## src/rtl/uart_baud_gen_prog_pkg.sv

```systemverilog
// Shared UART baud-generator constants, config struct, handshake states and default-divisor helper.
// The fractional divider is enabled by defining UART_BAUD_FRAC_EN.
package uart_baud_gen_prog_pkg;

  // System clock and baud rate; CLK_FREQ mirrors the value kept in riscv_defines
  localparam int unsigned CLK_FREQ    = 50_000_000;
  localparam int unsigned BAUD_RATE   = 115_200;

  localparam int unsigned UART_DIV_W  = 16;
  localparam int unsigned UART_FRAC_W = 4;
  localparam int unsigned UART_OSR    = 16;

  typedef struct packed {
    logic [UART_DIV_W-1:0]  div_int;
    logic [UART_FRAC_W-1:0] div_frac;
  } uart_div_cfg_t;

  typedef enum logic {
    CFG_IDLE = 1'b0,
    CFG_PEND = 1'b1
  } cfg_state_t;

  function automatic int unsigned uart_default_div(input int unsigned clk_freq,
                                                   input int unsigned baud_rate,
                                                   input int unsigned osr);
    return clk_freq / (baud_rate * osr);
  endfunction

endpackage

```

## src/rtl/uart_baud_gen_prog_frac_div.sv

```systemverilog
// Sample-period counter with optional fractional accumulator (UART_BAUD_FRAC_EN); emits a
// combinational wrap pulse in the last cycle of each sample period.
module uart_frac_div #(
  parameter int unsigned DIV_W  = 16,
  parameter int unsigned FRAC_W = 4
) (
  input  logic              clk,
  input  logic              rstn,
  input  logic              en,
  input  logic              clear,
  input  logic [DIV_W-1:0]  div_int,
  input  logic [FRAC_W-1:0] div_frac,
  output logic              wrap
);

  logic [DIV_W-1:0] cnt;
  logic [DIV_W-1:0] div_eff;
  logic [DIV_W-1:0] period_m1;
  logic             carry;

`ifdef UART_BAUD_FRAC_EN
  logic [FRAC_W-1:0] acc;
  logic [FRAC_W:0]   acc_sum;

  // The carry of the pending addition stretches the current period by one cycle
  assign acc_sum = {1'b0, acc} + {1'b0, div_frac};
  assign carry   = acc_sum[FRAC_W];

  always_ff @(posedge clk or negedge rstn) begin
    if (!rstn) begin
      acc <= '0;
    end else if (!en || clear) begin
      acc <= '0;
    end else if (wrap) begin
      acc <= acc_sum[FRAC_W-1:0];
    end
  end
`else
  logic unused_frac;

  assign unused_frac = ^div_frac;
  assign carry       = 1'b0;
`endif

  // Divisors of 0 and 1 both mean a tick every enabled cycle
  assign div_eff   = (div_int > DIV_W'(1)) ? div_int : DIV_W'(1);
  assign period_m1 = div_eff - DIV_W'(1) + DIV_W'(carry);
  assign wrap      = en && (cnt == period_m1);

  always_ff @(posedge clk or negedge rstn) begin
    if (!rstn) begin
      cnt <= '0;
    end else if (!en || clear || wrap) begin
      cnt <= '0;
    end else begin
      cnt <= cnt + DIV_W'(1);
    end
  end

endmodule

```

## src/rtl/uart_baud_gen_prog.sv

```systemverilog
// Programmable UART oversample/mid-bit/baud tick generator with divisor handshake and RX resync.
// Fractional division is compiled in only when UART_BAUD_FRAC_EN is defined.
//
// state    | meaning
// CFG_IDLE | no divisor pending, cfg_ready high
// CFG_PEND | divisor latched, waiting for baud wrap (or en low) to apply
module uart_baud_gen_prog
  import uart_baud_gen_prog_pkg::*;
#(
  parameter int unsigned DIV_W       = UART_DIV_W,
  parameter int unsigned FRAC_W      = UART_FRAC_W,
  parameter int unsigned OSR         = UART_OSR,
  parameter int unsigned DEFAULT_DIV = uart_default_div(CLK_FREQ, BAUD_RATE, OSR)
) (
  input  logic              clk,
  input  logic              rstn,
  input  logic              en,
  input  logic              cfg_valid,
  output logic              cfg_ready,
  input  logic [DIV_W-1:0]  cfg_div_int,
  input  logic [FRAC_W-1:0] cfg_div_frac,
  input  logic              resync,
  output logic              sample_tick,
  output logic              mid_tick,
  output logic              baud_tick
);

  localparam int unsigned       BAUD_W  = $clog2(OSR);
  localparam logic [BAUD_W-1:0] MID_IDX = BAUD_W'(OSR / 2 - 1);
  localparam logic [BAUD_W-1:0] END_IDX = BAUD_W'(OSR - 1);

  typedef struct packed {
    logic [DIV_W-1:0]  div_int;
    logic [FRAC_W-1:0] div_frac;
  } div_cfg_t;

  cfg_state_t        state;
  cfg_state_t        state_nxt;
  div_cfg_t          active_cfg;
  div_cfg_t          pend_cfg;
  logic              load_pend;
  logic              apply;
  logic              wrap;
  logic              baud_wrap;
  logic              resync_act;
  logic              div_clear;
  logic [BAUD_W-1:0] baud_cnt;

  assign resync_act = resync && en;
  assign baud_wrap  = wrap && (baud_cnt == END_IDX);
  assign div_clear  = resync_act || apply;

  always_ff @(posedge clk or negedge rstn) begin
    if (!rstn) begin
      state <= CFG_IDLE;
    end else begin
      state <= state_nxt;
    end
  end

  always_comb begin
    state_nxt = state;
    cfg_ready = 1'b0;
    load_pend = 1'b0;
    apply     = 1'b0;
    case (state)
      CFG_IDLE: begin
        cfg_ready = 1'b1;
        if (cfg_valid) begin
          load_pend = 1'b1;
          state_nxt = CFG_PEND;
        end
      end
      CFG_PEND: begin
        // Apply only at a bit boundary so the bit in flight keeps its rate
        if (!en || baud_wrap) begin
          apply     = 1'b1;
          state_nxt = CFG_IDLE;
        end
      end
      default: state_nxt = CFG_IDLE;
    endcase
  end

  always_ff @(posedge clk or negedge rstn) begin
    if (!rstn) begin
      pend_cfg <= '0;
    end else if (load_pend) begin
      pend_cfg <= '{div_int: cfg_div_int, div_frac: cfg_div_frac};
    end
  end

  always_ff @(posedge clk or negedge rstn) begin
    if (!rstn) begin
      active_cfg <= '{div_int: DIV_W'(DEFAULT_DIV), div_frac: '0};
    end else if (apply) begin
      active_cfg <= pend_cfg;
    end
  end

  uart_frac_div #(
    .DIV_W  (DIV_W),
    .FRAC_W (FRAC_W)
  ) u_frac_div (
    .clk      (clk),
    .rstn     (rstn),
    .en       (en),
    .clear    (div_clear),
    .div_int  (active_cfg.div_int),
    .div_frac (active_cfg.div_frac),
    .wrap     (wrap)
  );

  always_ff @(posedge clk or negedge rstn) begin
    if (!rstn) begin
      baud_cnt <= '0;
    end else if (!en || resync_act) begin
      baud_cnt <= '0;
    end else if (wrap) begin
      baud_cnt <= baud_cnt + BAUD_W'(1);
    end
  end

  // All three ticks come from the same wrap so they can never skew
  always_ff @(posedge clk or negedge rstn) begin
    if (!rstn) begin
      sample_tick <= 1'b0;
      mid_tick    <= 1'b0;
      baud_tick   <= 1'b0;
    end else begin
      sample_tick <= wrap && !resync_act;
      mid_tick    <= wrap && !resync_act && (baud_cnt == MID_IDX);
      baud_tick   <= baud_wrap && !resync_act;
    end
  end

endmodule
```

## config.mk

```make
export PLATFORM = sky130hd
export DESIGN_NAME = uart_baud_gen_prog
export DESIGN_NICKNAME = d
export VERILOG_FILES = /design/src/rtl/uart_baud_gen_prog_pkg.sv /design/src/rtl/uart_baud_gen_prog_frac_div.sv /design/src/rtl/uart_baud_gen_prog.sv
export SDC_FILE = /design/constraint.sdc
export NUM_CORES = 1
export LEC_CHECK = 0
export BUFFER_PORTS_ARGS = -buffer_cell sky130_fd_sc_hd__buf_2
export CORE_AREA = 3 3 79 81
export CTS_CLUSTER_SIZE = 24
export DETAILED_ROUTE_END_ITERATION = 6
export DIE_AREA = 0 0 82 84
export PLACE_DENSITY_LB_ADDON = 0.2
export SYNTH_ARGS = -nofsm -noshare
export SYNTH_HDL_FRONTEND = slang
export SYNTH_SLANG_ARGS = --single-unit
```

## constraint.sdc

```tcl
create_clock -name clk -period 3.65 [get_ports clk]
set_input_delay 1.095 -clock clk [delete_from_list [all_inputs] [get_ports clk]]
set_output_delay 1.095 -clock clk [all_outputs]
set_load 0.01 [all_outputs]
```

# [Word level (Yosys, flattened, before mapping)]
# Cells that the tools add are included.
[word_totals] inputBits=25 output_inout_bits=4 elab_cells=41 romBits=0 memories=0 register_bits=56 ramBits=0 latch_bits=0
[op_classes] n_reduce_logical=14 mux=11 multipliers=0 n_eq_ne=3 n_shift=0 add_sub_neg=3 bitwise=1 magnitude_cmp=1 div=0
[ops] operator="16-bit two-way mux" n=2
[ops] operator="16-bit by 1-bit adder with 16-bit output, second input constant" n=1
[ops] operator="16-bit equality test" n=1
[ops] operator="16-bit by 1-bit > comparator with 1-bit output, second input constant" n=1
[ops] operator="16-bit by 1-bit subtractor with 16-bit output, second input constant" n=1
[ops] operator="4-bit two-way mux" n=2
[ops] operator="1-bit logical AND" n=6
[ops] operator="1-bit two-way mux" n=6
[ops] operator="1-bit logical OR" n=5
[ops] operator="4-bit by 1-bit adder with 4-bit output, second input constant" n=1
[ops] operator="4-bit by 3-bit equality test with 1-bit output, second input constant" n=1
[ops] operator="4-bit equality test, second input constant" n=1
[ops] operator="1-bit zero test" n=2
[ops] operator="1-bit case mux with 2 select lines" n=1
[ops] operator="2-bit nonzero test" n=1
[ops] operator="1-bit NOT" n=1

# [Logic depth before layout (Yosys ltp)]
# Gate-level depths: netlist of the first run.
[logic_depth] depth_word=13 ltp_mapped=15 ltp_nobuf=11

# [Hierarchy]
# From an unflattened synthesis of the first run, not the netlist that was laid out.
[hier_totals] hier_cells=276 area_unflattened_um2=3315.7
[by_module_without_submodules] mod="uart_baud_gen_prog" n_inst=1 seq_area_each_um2=1206.2 cells_each=116 area_each_um2=1935.6
[by_module_without_submodules] mod="uart_frac_div" n_inst=1 seq_area_each_um2=400.4 cells_each=160 area_each_um2=1380.1

# [Worst setup path before layout of the first run]
# Ideal clock, no wire load.
[synth_path] path_kind="flip-flop to flip-flop" from="register active_cfg[8] (netlist bit)" to="register active_cfg[10] (netlist bit)" arrival_time_ns=3.805 setup_ns=0.128 path_buffers=4 path_slack_ns=-0.283 path_stages_with_launch=15 synth_period_minus_slack_ns=3.933 cell_sequence="dfstp_2 -> clkbuf_1 -> nor4_1 -> and2_1 -> a21oi_1 -> ha_1 -> buf_1 -> nand2_1 -> or4_1 -> o31ai_1 -> or4b_2 -> o31a_1 -> buf_2 -> buf_2 -> mux2_1"
[synth_via] elab_chain_len=9
[synth_lines] element="from (decl)" line="uart_baud_gen_prog.sv:39" source="div_cfg_t active_cfg;"
[synth_lines] element="from (signal assigned)" line="uart_baud_gen_prog.sv:95" source="active_cfg <= '{div_int: DIV_W'(DEFAULT_DIV), div_frac: '0};"
[synth_lines] element="from (signal assigned)" line="uart_baud_gen_prog.sv:97" source="active_cfg <= pend_cfg;"
[synth_lines] element="16-bit by 1-bit > comparator with 1-bit output" line="uart_baud_gen_prog_frac_div.sv:46" source="assign div_eff = (div_int > DIV_W'(1)) ? div_int : DIV_W'(1);"
[synth_lines] element="16-bit two-way mux *" line="uart_baud_gen_prog_frac_div.sv:46"
[synth_lines] element="16-bit by 1-bit subtractor with 16-bit output *" line="uart_baud_gen_prog_frac_div.sv:47" source="assign period_m1 = div_eff - DIV_W'(1) + DIV_W'(carry);"
[synth_lines] element="16-bit equality test *" line="uart_baud_gen_prog_frac_div.sv:48" source="assign wrap = en && (cnt == period_m1);"
[synth_lines] element="1-bit logical AND *" line="uart_baud_gen_prog_frac_div.sv:48"
[synth_lines] element="1-bit logical AND *" line="uart_baud_gen_prog.sv:50" source="assign baud_wrap = wrap && (baud_cnt == END_IDX);"
[synth_lines] element="1-bit logical OR *" line="uart_baud_gen_prog.sv:76" source="if (!en || baud_wrap) begin"
[synth_lines] element="1-bit two-way mux *" line="uart_baud_gen_prog.sv:76"
[synth_lines] element="1-bit two-way mux *" line="uart_baud_gen_prog.sv:66" source="case (state)"
# Mark *: on every way between the ends. The rest lies on a longest branch, timed or not.
# A chain may end at the register's enable or synchronous reset.

# [Final worst setup path of the first run]
[layout_path] from="register active_cfg[7] (netlist bit)" to="register active_cfg[17] (netlist bit)"
# Same word-level chain as after synthesis.

==> results of run 1 <==
[critical path, stage by stage, from the launching register on]
cell,delay (ns)
dfstp_2,0.62
nor4_4,0.06
and2_1,0.17
a21oi_1,0.21
ha_1,0.25
nand2_1,0.08
or4_1,0.52
o31ai_4,0.09
or4b_2,0.60
o31a_1,0.29
buf_12,0.16
mux2_1,0.31
[flip-flops by register name (all words and copies together) (netlist names)]
name            flops
pend_cfg           16
u_frac_div.cnt     16
sample_tick         1
active_cfg         16
baud_tick           1
state               1
baud_cnt            4
mid_tick            1
[worst paths after layout]
| kind | start | to | slack [ns] | cells past startpoint |
|---|---|---|---|---|
| worst max-delay path | active_cfg[7] | active_cfg[17] | 0.16 | 11 |
| min in group asynchronous | rstn | u_frac_div.cnt[15] | 0.81 | 1 |
| max in group asynchronous | rstn | active_cfg[4] | 2.01 | 2 |
| worst min-delay path | pend_cfg[19] | active_cfg[19] | 0.49 | 1 |
| worst max register to register | active_cfg[7] | active_cfg[17] | 0.16 | 11 |
| worst min register to register | pend_cfg[19] | active_cfg[19] | 0.49 | 1 |
[cell families after synthesis]
| logic type | after synthesis | synth area share |
|---|---|---|
| AOI/OAI and AO/OA | 36 | 0.0870 |
| xor gates and xnor gates | 29 | 0.0862 |
| adders and majority gates | 3 | 0.0127 |
| buffers and inverters | 23 | 0.0310 |
| DFF | 56 | 0.477 |
| muxes | 33 | 0.126 |
| and+or+nand+nor | 97 | 0.180 |
[metal layers]
metal  routed length, um  track usage  vias up
met5                   0            0        -
met4                  74       0.0453        0
met3                 255       0.0356        7
met2                2600        0.278       34
met1                2640        0.259     1029
li1                    -            -     1065
[power by group through the flow]
stage | registers [uW] | logic, uW | clock network, uW
final | 888 | 610 | 408
after global routing | 915 | 682 | 442
after CTS | 883 | 604 | 419
after detailed placement | 896 | 601 | 0
after global placement | 890 | 582 | 0
after floorplan | 865 | 419 | 0
[cells in the final DEF, fill, tap and decap left out, types with 5 or more instances in the layout]
| cell | instances |
|---|---|
| xnor2_1 | 12 |
| xor2_1 | 17 |
| inv_1 | 8 |
| nand4_1 | 7 |
| a21oi_1 | 10 |
| mux2_2 | 16 |
| dfrtp_1 | 52 |
| or4_1 | 5 |
| clkbuf_8 | 5 |
| nor2_1 | 29 |
| buf_4 | 18 |
| nand3_1 | 12 |
| buf_2 | 24 |
| mux2_1 | 16 |
| nand2_1 | 10 |
[metrics by stage]
| stage | utilization | total power, uW | setup slack (ns) | cell area (um2) |
|---|---|---|---|---|
| finish | 0.618 | 1910 | 0.160 | 3420 |
| global route | 0.618 | 2040 | 0.00406 | 3420 |
| CTS | 0.614 | 1910 | 0.0726 | 3400 |
| detailed placement | 0.593 | 1500 | 0.0988 | 3280 |
| global placement | 0.593 | 1470 | 0.116 | 3280 |
| floorplan | - | 1280 | 0.00981 | 2990 |
[area by class of cell]
type,count,area (um2)
multi-input cells,198,1500
clock inverters,3,47.5
fillers,465,2120
well taps,72,90.1
repair buffers,43,275
clock buffers,5,68.8
flip-flops and latches,56,1410
inverters,8,30.0
==> reports/qor.yml, run 1 <==
critical_path_class: "flop to flop"
cts_buffer_depth: 2
fin_skew_ns: 0.00772
async_flop_share: 1.00
dp_hpwl_um: 4250
synth_common_cells: "dfrtp_1 (52), nor2_1 (29), xor2_1 (17), mux2_1 (16), mux2_2 (16)"
grt_pass1_vias: 2070
synth.avg_cell_area_um2: 10.6
drive_above_1_share: 0.259
cts-resized-gates: 0
fin_nets: 340
leakagePower_uw: 0.00143
cts_buffers: 5
yosysUniqueCellTypes: 48
gr-total-overflow: 0
hold_path.class: "flop to flop"
core_area_um2: 5540
path_clk_slew_ns: 0.10
chipHeight_um: 84
synth_top_area_frac: 0.441
cp-start-kind: "flop"
p_int_uw: 1290
globalplace.congestion: 0.818
arrival_ns: 3.69
cap_violations: 0
tightest_slew_ns: 0.661
ys.flop_type: "dfrtp_1"
synth-edff-count: 0
routed_wl_um: 5570
cts_tree: "done"
wl_per_cell_um: 14.5
synth-seq-area-share: 0.477
rsz0062_at_grt: "no"
diodes: 0
syn-num-nets: 305
die_width_um: 82
fin_crit_ns: 3.49
cp-end-kind: "flop"
synth_seq_cells: 56
grt_pass1_wl_um: 9790
yosysMostFrequentCell: "dfrtp_1"
path_max_fanout: 17
power_frac_seq: 0.466
firstDrtPassIters: 4
relSlewSlack: 0.559
ir_drop_uv: 333
std_cell_rows: 27
power_density_nw_per_um2: 557
cts.htree.levels: 2
synthCells: 277
maxSlewViolCount: 0
syn_area_um2: 2950
clkPwrFrac: 0.214
clk_latency_ns: 0.31
drc: 0
initial_core_util: 0.532
status: "finished clean"
period_share: 0.956
antenna_left: 0
yosys.area.top_type: "dfrtp_1"
yosys_warnings: 0
finalHoldViolations: 0
routed_via_density: 5.55
fin_tns_setup_ns: 0
cts_sinks: 56
grt_max_degree: 32
required_ns: 3.85
fin_hold_ws_ns: 0.486
track_usage: 0.181
place_inst: 377
cts_hold_buf: 0
syn_to_final_growth_pct: 16.1
fmax_mhz: 287
root_buffer: "clkbuf_8"
design.die.area_um2: 6890
antenna_found_initial: 0
final_cells: 385
switching_share: 0.325
p_comb_frac: 0.320
drtIter0Drc: 99
cts_setup_buffers: 0
pin_count: 29
vias: 2135
portBuffers: 24
switchingPower_uw: 620
final-setup-viol-count: 0
synth.area.top_cells: "dfrtp_1 (44%), mux2_1 (6.1%), mux2_2 (6.1%)"
Power figures use the tool's default switching activity.
==> run 2, diff against run 1 <==
Settings changed: GPL_TIMING_DRIVEN set to 0.
==> run 2 against run 1 <==
Net effect:
- critical path depth decreased by 3
- global-route usage up 0.39 points
- final cell count is 1.0% higher
- combinational power shrank 7.0%
- via count rose by 2.6%
- critical endpoint is now baud_cnt[3]
- largest cell class unchanged
- highest routed layer unchanged
==> reports/qor.yml, run 2 (synthesis results as in run 1) <==
critPathTopFamily: "simple AND/OR/NAND/NOR gates"  # unchanged
initial_core_util: 0.532  # unchanged
tightest_slew_ns: 1.19  # was 0.661 ns
finalHoldViolations: 0  # unchanged
globalplace.congestion: 0.780  # was 0.818
track_usage: 0.184  # was 0.181
reg2reg_to: "baud_cnt[3]"  # was active_cfg[17]
design.die.area_um2: 6890  # unchanged
fin_area_um2: 3440  # was 3420 um2
grt_pass1_wl_um: 9940  # was 9790 um
routed_wl_um: 5860  # was 5570 um
r2r_cells: 8  # was 11
antenna_found_initial: 0  # unchanged
firstDrtPassIters: 4  # unchanged
die_width_um: 82  # unchanged
status: "finished clean"  # unchanged
chipHeight_um: 84  # unchanged
r2r_start: "active_cfg[7]"  # unchanged
required_ns: 3.89  # was 3.85 ns
root_buffer: "clkbuf_8"  # unchanged
cts_buffer_depth: 2  # unchanged
path_clk_slew_ns: 0.11  # was 0.10 ns
path_max_fanout: 8  # was 17
hold_path.class: "flop to flop"  # unchanged
maxSlewViolCount: 0  # unchanged
cp.buffers_inverters: 1  # unchanged
layout_common_cells: "dfrtp_1 (46), nor2_1 (28), buf_2 (26)"  # was dfrtp_1 (52), nor2_1 (29), buf_2 (24)
period_share: 0.967  # was 0.956
arrival_ns: 3.77  # was 3.69 ns
fin_crit_ns: 3.53  # was 3.49 ns
ir_drop_uv: 358  # was 333 uV
pin_count: 29  # unchanged
portBuffers: 24  # unchanged
drc: 0  # unchanged
std_cell_rows: 27  # unchanged
wl_per_cell_um: 15.1  # was 14.5 um
fin_nets: 344  # was 340
setup_slack_ns: 0.121  # was 0.160 ns
relSlewSlack: 0.207  # was 0.559
fmax_mhz: 283  # was 287 MHz
power_density_nw_per_um2: 542  # was 557 nW/um2
final-setup-viol-count: 0  # unchanged
fin_skew_ns: 0.0118  # was 0.00772 ns
cts_tree: "done"  # unchanged
antenna_left: 0  # unchanged
diodes: 0  # unchanged
routed_via_density: 5.63  # was 5.55
syn_to_final_growth_pct: 16.7  # was 16.1%
grt_pass1_vias: 2076  # was 2,070
critical_path_class: "flop to flop"  # unchanged
dp_hpwl_um: 4180  # was 4250 um
vias: 2191  # was 2,135
min_to: "active_cfg[13]"  # was active_cfg[19]
leakagePower_uw: 0.00143  # about the same
hold_depth: 1  # unchanged
cp_slowest_cell: "or4_4"  # was dfstp_2
cp-end-kind: "flop"  # unchanged
cts.htree.levels: 2  # unchanged
grt_max_degree: 57  # was 32
fillers: 471  # was 465
fin_hold_ws_ns: 0.492  # was 0.486 ns
drtIter0Drc: 143  # was 99
cts_sinks: 56  # unchanged
cts_buffers: 5  # unchanged
power_uw: 1870  # was 1910 uW
r2r_slack_ns: 0.12  # was 0.16 ns
cpPeakStageDelay_ns: 0.57  # was 0.62 ns
cap_violations: 0  # unchanged
place_ws_ns: -0.411  # was 0.0988 ns
min_from: "pend_cfg[13]"  # was pend_cfg[19]
crit_chain: "or4_4 > or4_4 > or4b_1 > o21a_1 > or4b_1 > buf_2 > or4_1 > a21oi_1"  # was nor4_4 > and2_1 > a21oi_1 > ha_1 > nand2_1 > or4_1 > o31ai_4 > or4b_2 > o31a_1 > buf_12 > mux2_1
clk_latency_ns: 0.32  # was 0.31 ns
place_area_um2: 3200  # was 3280 um2
cp-start-kind: "flop"  # unchanged
largest_registers: "active_cfg: 16 flops, pend_cfg: 16 flops, u_frac_div.cnt: 16 flops"  # unchanged
final_common_cell: "dfrtp_1"  # unchanged
gr-total-overflow: 0  # unchanged
core_area_um2: 5540  # unchanged
drive_above_1_share: 0.281  # was 0.259
rsz0062_at_grt: "no"  # unchanged
fin_tns_setup_ns: 0  # unchanged
[run 2: cell types whose count changed in the layout (fill, tap and decap cells not counted), moves of 2 or more]
cell and delta:
buf_2 +2, buf_4 -5, clkbuf_1 +7, clkinv_4 -2
dfrtp_1 -6, dfrtp_2 +6, inv_6 +2, or4_1 -2
or4_4 +2
[run 2: where the power goes]
group	internal, uW	switching, uW	total [uW]
sequential	765	180	945
clock	140	213	354
combinational	307	260	567
[run 2: area by class of cell]
| class | instances | area [um2] | area share |
|---|---|---|---|
| Multi-Input combinational cell | 198 | 1550 | 0.450 |
| Sequential cell | 56 | 1410 | 0.411 |
| Timing Repair Buffer | 36 | 210 | 0.0611 |
| Tap cell | 72 | 90.1 | 0.0262 |
| Clock buffer | 5 | 68.8 | 0.0200 |
| Buffer | 11 | 55.1 | 0.0160 |
| Inverter | 8 | 30.0 | 0.00873 |
| Clock inverter | 3 | 25.0 | 0.00727 |
[run 2: through the flow]
step            util  std cells
2_1_floorplan      -        277
3_5_place_dp   0.577        373
5_1_grt        0.621        389
6_report       0.621        389
4_1_cts        0.608        381
3_3_place_gp   0.577        373
[run 2: timing repair]
action | CTS | global route
hold buffers | 0 | 0
buffers inserted | 3 | 9
pin swaps | 3 | 6
resized for setup | 14 | 7
hold endpoints to repair | 0 | 0
setup endpoints to repair | 29 | 28
[run 2: worst max-delay path by stage]
stage	from	endpoint	slack, ns	depth (start not counted)
finish	active_cfg[7]	baud_cnt[3]	0.12	8
detailed placement	active_cfg[14]	active_cfg[14]	-0.41	13
floorplan	active_cfg[8]	active_cfg[16]	0.01	14
global route	active_cfg[16]	active_cfg[16]	0.002	12
CTS	active_cfg[8]	active_cfg[16]	0.03	13
global placement	active_cfg[13]	active_cfg[17]	-0.39	14
[run 2: per-layer routing]
| metal | vias up | track usage | share of wire |
|---|---|---|---|
| met4 | 0 | 0.0604 | 0.019 |
| li1 | 1065 | - | - |
| met1 | 1068 | 0.268 | 0.47 |
| met5 | - | 0 | 0 |
| met3 | 12 | 0.0367 | 0.039 |
| met2 | 46 | 0.273 | 0.47 |
[run 2: worst reg2reg max path, cell delays in order, from the launching register on]
cell and delay (ns):
dfstp_2 0.42, or4_4 0.57, or4_4 0.44, or4b_1 0.50, o21a_1 0.22, or4b_1 0.51, buf_2 0.18, or4_1 0.47
a21oi_1 0.14
==> run 3, diff against run 2 <==
Settings changed: ABC_AREA set to 1, CORE_AREA 3 3 79 81 to 3 3 81 83, DIE_AREA 0 0 82 84 to 0 0 84 86.
==> run 3 against run 2 <==
Net effect:
- register-to-register slack better by 0.38 ns
- sequential share of layout area up 0.32 points
- sequential power decreased by 11%
- core utilization fell by 4.8 points
- synthesized area rose by 4.3%
- global-route usage fell by 1.7 points
- via count up 2.6%
- wire length shrank 6.0%
- non-clock buffer count decreased by 16
- critical path type unchanged
- die area increased by 4.9%
- setup slack better by 0.38 ns
- combinational power is 4.2% lower
==> reports/qor.yml, run 3 <==
synth-seq-area-share: 0.457  # was 0.477
min_to: "active_cfg[4]"  # was active_cfg[13]
cp-start-kind: "flop"  # unchanged
place_area_um2: 3290  # was 3200 um2
cts-resized-gates: 0  # was 14
top_usage_layer: "met2"  # unchanged
tightest_slew_ns: 1.22  # was 1.19 ns
largest_registers: "active_cfg: 16 flops, pend_cfg: 16 flops, u_frac_div.cnt: 16 flops"  # unchanged
fin_crit_ns: 3.15  # was 3.53 ns
track_usage: 0.167  # was 0.184
firstDrtPassIters: 4  # unchanged
antenna_found_initial: 0  # unchanged
initial_core_util: 0.519  # was 0.532
pin_count: 29  # unchanged
ir_drop_uv: 350  # was 358 uV
cts_buffers: 5  # unchanged
dp_hpwl_um: 4310  # was 4180 um
power_density_nw_per_um2: 520  # was 542 nW/um2
synth-edff-count: 0  # unchanged
clk_latency_ns: 0.30  # was 0.32 ns
globalplace.congestion: 0.831  # was 0.780
synth_top_area_frac: 0.423  # was 0.441
r2r_slack_ns: 0.50  # was 0.12 ns
path_max_fanout: 10  # was 8
rsz0062_at_grt: "no"  # unchanged
final-setup-viol-count: 0  # unchanged
core_area_um2: 5920  # was 5540 um2
period_share: 0.864  # was 0.967
diodes: 0  # unchanged
maxSlewViolCount: 0  # unchanged
async_flop_share: 1.00  # unchanged
fin_area_um2: 3400  # was 3440 um2
grt_pass1_wl_um: 9820  # was 9940 um
cts_hold_buf: 0  # unchanged
syn_to_final_growth_pct: 10.5  # was 16.7%
layout_common_cells: "nand2_1 (87), dfrtp_1 (52), nor2_1 (45)"  # was dfrtp_1 (46), nor2_1 (28), buf_2 (26)
gr-total-overflow: 0  # unchanged
use_met2: 0.273  # about the same
use_met3: 0.0259  # was 0.0367
wl_per_cell_um: 11.8  # was 15.1 um
vias: 2248  # was 2,191
drtIter0Drc: 77  # was 143
grt_use_met1: 0.233  # was 0.268
final_common_cell: "nand2_1"  # was dfrtp_1
chipHeight_um: 86  # was 84 um
fmax_mhz: 317  # was 283 MHz
root_buffer: "clkbuf_8"  # unchanged
yosys.area.top_type: "dfrtp_1"  # unchanged
min_from: "active_cfg[4]"  # was pend_cfg[13]
yosys_warnings: 0  # unchanged
portBuffers: 24  # unchanged
drive_above_1_share: 0.192  # was 0.281
std_cell_rows: 28  # was 27
antenna_left: 0  # unchanged
synth.avg_cell_area_um2: 8.59  # was 10.6 um2
fin_skew_ns: 0.00462  # was 0.0118 ns
synth_common_cells: "nand2_1 (87), dfrtp_1 (52), nor2_1 (45), nand3_1 (36), inv_1 (34)"  # was dfrtp_1 (52), nor2_1 (29), xor2_1 (17), mux2_1 (16), mux2_2 (16)
syn_area_um2: 3070  # was 2950 um2
hold_depth: 2  # was 1
leakagePower_uw: 0.00174  # was 0.00143 uW
r2r_start: "active_cfg[8]"  # was active_cfg[7]
cts_buffer_depth: 2  # unchanged
cts_tree: "done"  # unchanged
required_ns: 3.85  # was 3.89 ns
routed_via_density: 4.83  # was 5.63
grt_max_degree: 57  # unchanged
syn-num-nets: 386  # was 305
fin_nets: 417  # was 344
path_clk_slew_ns: 0.09  # was 0.11 ns
routed_wl_um: 5500  # was 5860 um
yosysUniqueCellTypes: 36  # was 48
cp-end-kind: "flop"  # unchanged
arrival_ns: 3.35  # was 3.77 ns
critical_path_class: "flop to flop"  # unchanged
grt_pass1_vias: 2181  # was 2,076
cts_setup_buffers: 0  # was 3
design.die.area_um2: 7220  # was 6890 um2
drc: 0  # unchanged
status: "finished clean"  # unchanged
r2r_cells: 20  # was 8
die_width_um: 84  # was 82 um
synth.area.top_cells: "dfrtp_1 (42%), nand2_1 (11%), nand3_1 (5.9%)"  # was dfrtp_1 (44%), mux2_1 (6.1%), mux2_2 (6.1%)
cts_sinks: 56  # unchanged
ys.flop_type: "dfrtp_1"  # unchanged
cap_violations: 0  # unchanged
relSlewSlack: 0.188  # was 0.207
synthCells: 358  # was 277
cts.htree.levels: 2  # unchanged
fin_tns_setup_ns: 0  # unchanged
synth_seq_cells: 56  # unchanged
reg2reg_to: "active_cfg[14]"  # was baud_cnt[3]
hold_path.class: "flop to flop"  # unchanged
finalHoldViolations: 0  # unchanged
yosysMostFrequentCell: "nand2_1"  # was dfrtp_1
## run 3: cell count changes in the layout (fill, tap and decap cells not counted), sizes merged, moves of 11 or more
| cell | change |
|---|---|
| buf | -11 |
| nand2 | +80 |
| nand3 | +27 |
| nor2 | +18 |
| mux2 | -16 |
| inv | +26 |
## run 3: worst max-delay path by stage
stage / from / endpoint / slack [ns] / cells past startpoint
2_1_floorplan: active_cfg[7] / active_cfg[10] / 0.95 / 20
3_3_place_gp: active_cfg[14] / active_cfg[15] / 0.53 / 20
3_5_place_dp: active_cfg[7] / active_cfg[15] / 0.49 / 20
4_1_cts: active_cfg[7] / active_cfg[9] / 0.48 / 20
5_1_grt: active_cfg[8] / active_cfg[17] / 0.1 / 20
6_report: active_cfg[8] / active_cfg[14] / 0.50 / 20
## run 3: worst max-delay path, cell delays in order (launching register included)
cell	delay (ns)
dfstp_2	0.60
nor2_1	0.06
nand2_1	0.08
nor2_2	0.05
nand2_4	0.11
nand2_1	0.08
inv_1	0.07
ha_1	0.19
nand2_1	0.10
nor2_1	0.16
nand2_1	0.12
nor3_1	0.18
xor2_1	0.24
nand2_1	0.09
nor2_1	0.13
nand3_2	0.13
o21bai_4	0.28
nand2_4	0.12
buf_6	0.16
nand2_1	0.06
nand2_1	0.04
## run 3: per-stage QoR
stage | hold WS (ns) | cells | util | total power [uW] | setup WS [ns]
2_1_floorplan | 0.443 | 358 | - | 1260 | 0.954
3_3_place_gp | 0.472 | 457 | 0.555 | 1380 | 0.526
3_5_place_dp | 0.472 | 457 | 0.555 | 1400 | 0.494
4_1_cts | 0.487 | 465 | 0.574 | 1790 | 0.480
5_1_grt | 0.516 | 465 | 0.574 | 1920 | 0.0956
6_report | 0.485 | 465 | 0.574 | 1770 | 0.497
## run 3: routing by layer
layer | share of wire | wire, um
met1 | 0.50 | 2730
met2 | 0.47 | 2570
met3 | 0.024 | 133
met4 | 0.013 | 71
met5 | 0 | 0
## run 3: cell families (layout without fill, tap and decap cells)
family                     Yosys count  in the layout  synth area share
DFF                                 56             56             0.457
buffers and inverters               43             75            0.0586
AOI/OAI and AO/OA                    7              7            0.0175
and+or+nand+nor                    205            205             0.311
adders and majority gates            3              3            0.0122
muxes                               16             16            0.0586
xor gates and xnor gates            28             28            0.0847
## run 3: layout make-up
cell class	count	area [um2]
clock buffer	6	72.6
buffer	7	45.0
clock inverter	2	35.0
sequential	56	1410
inverter	36	135
multi-input combinational	259	1490
fill	539	2520
tap	75	93.8
timing repair buffer	24	120
## run 3: power breakdown
group          total [uW]  internal [uW]  switching, uW  leakage [uW]
Combinational         543            228            314      0.000975
Sequential            837            732            105      0.000709
Clock                 387            204            183     0.0000552
Total                1770           1160            603       0.00174
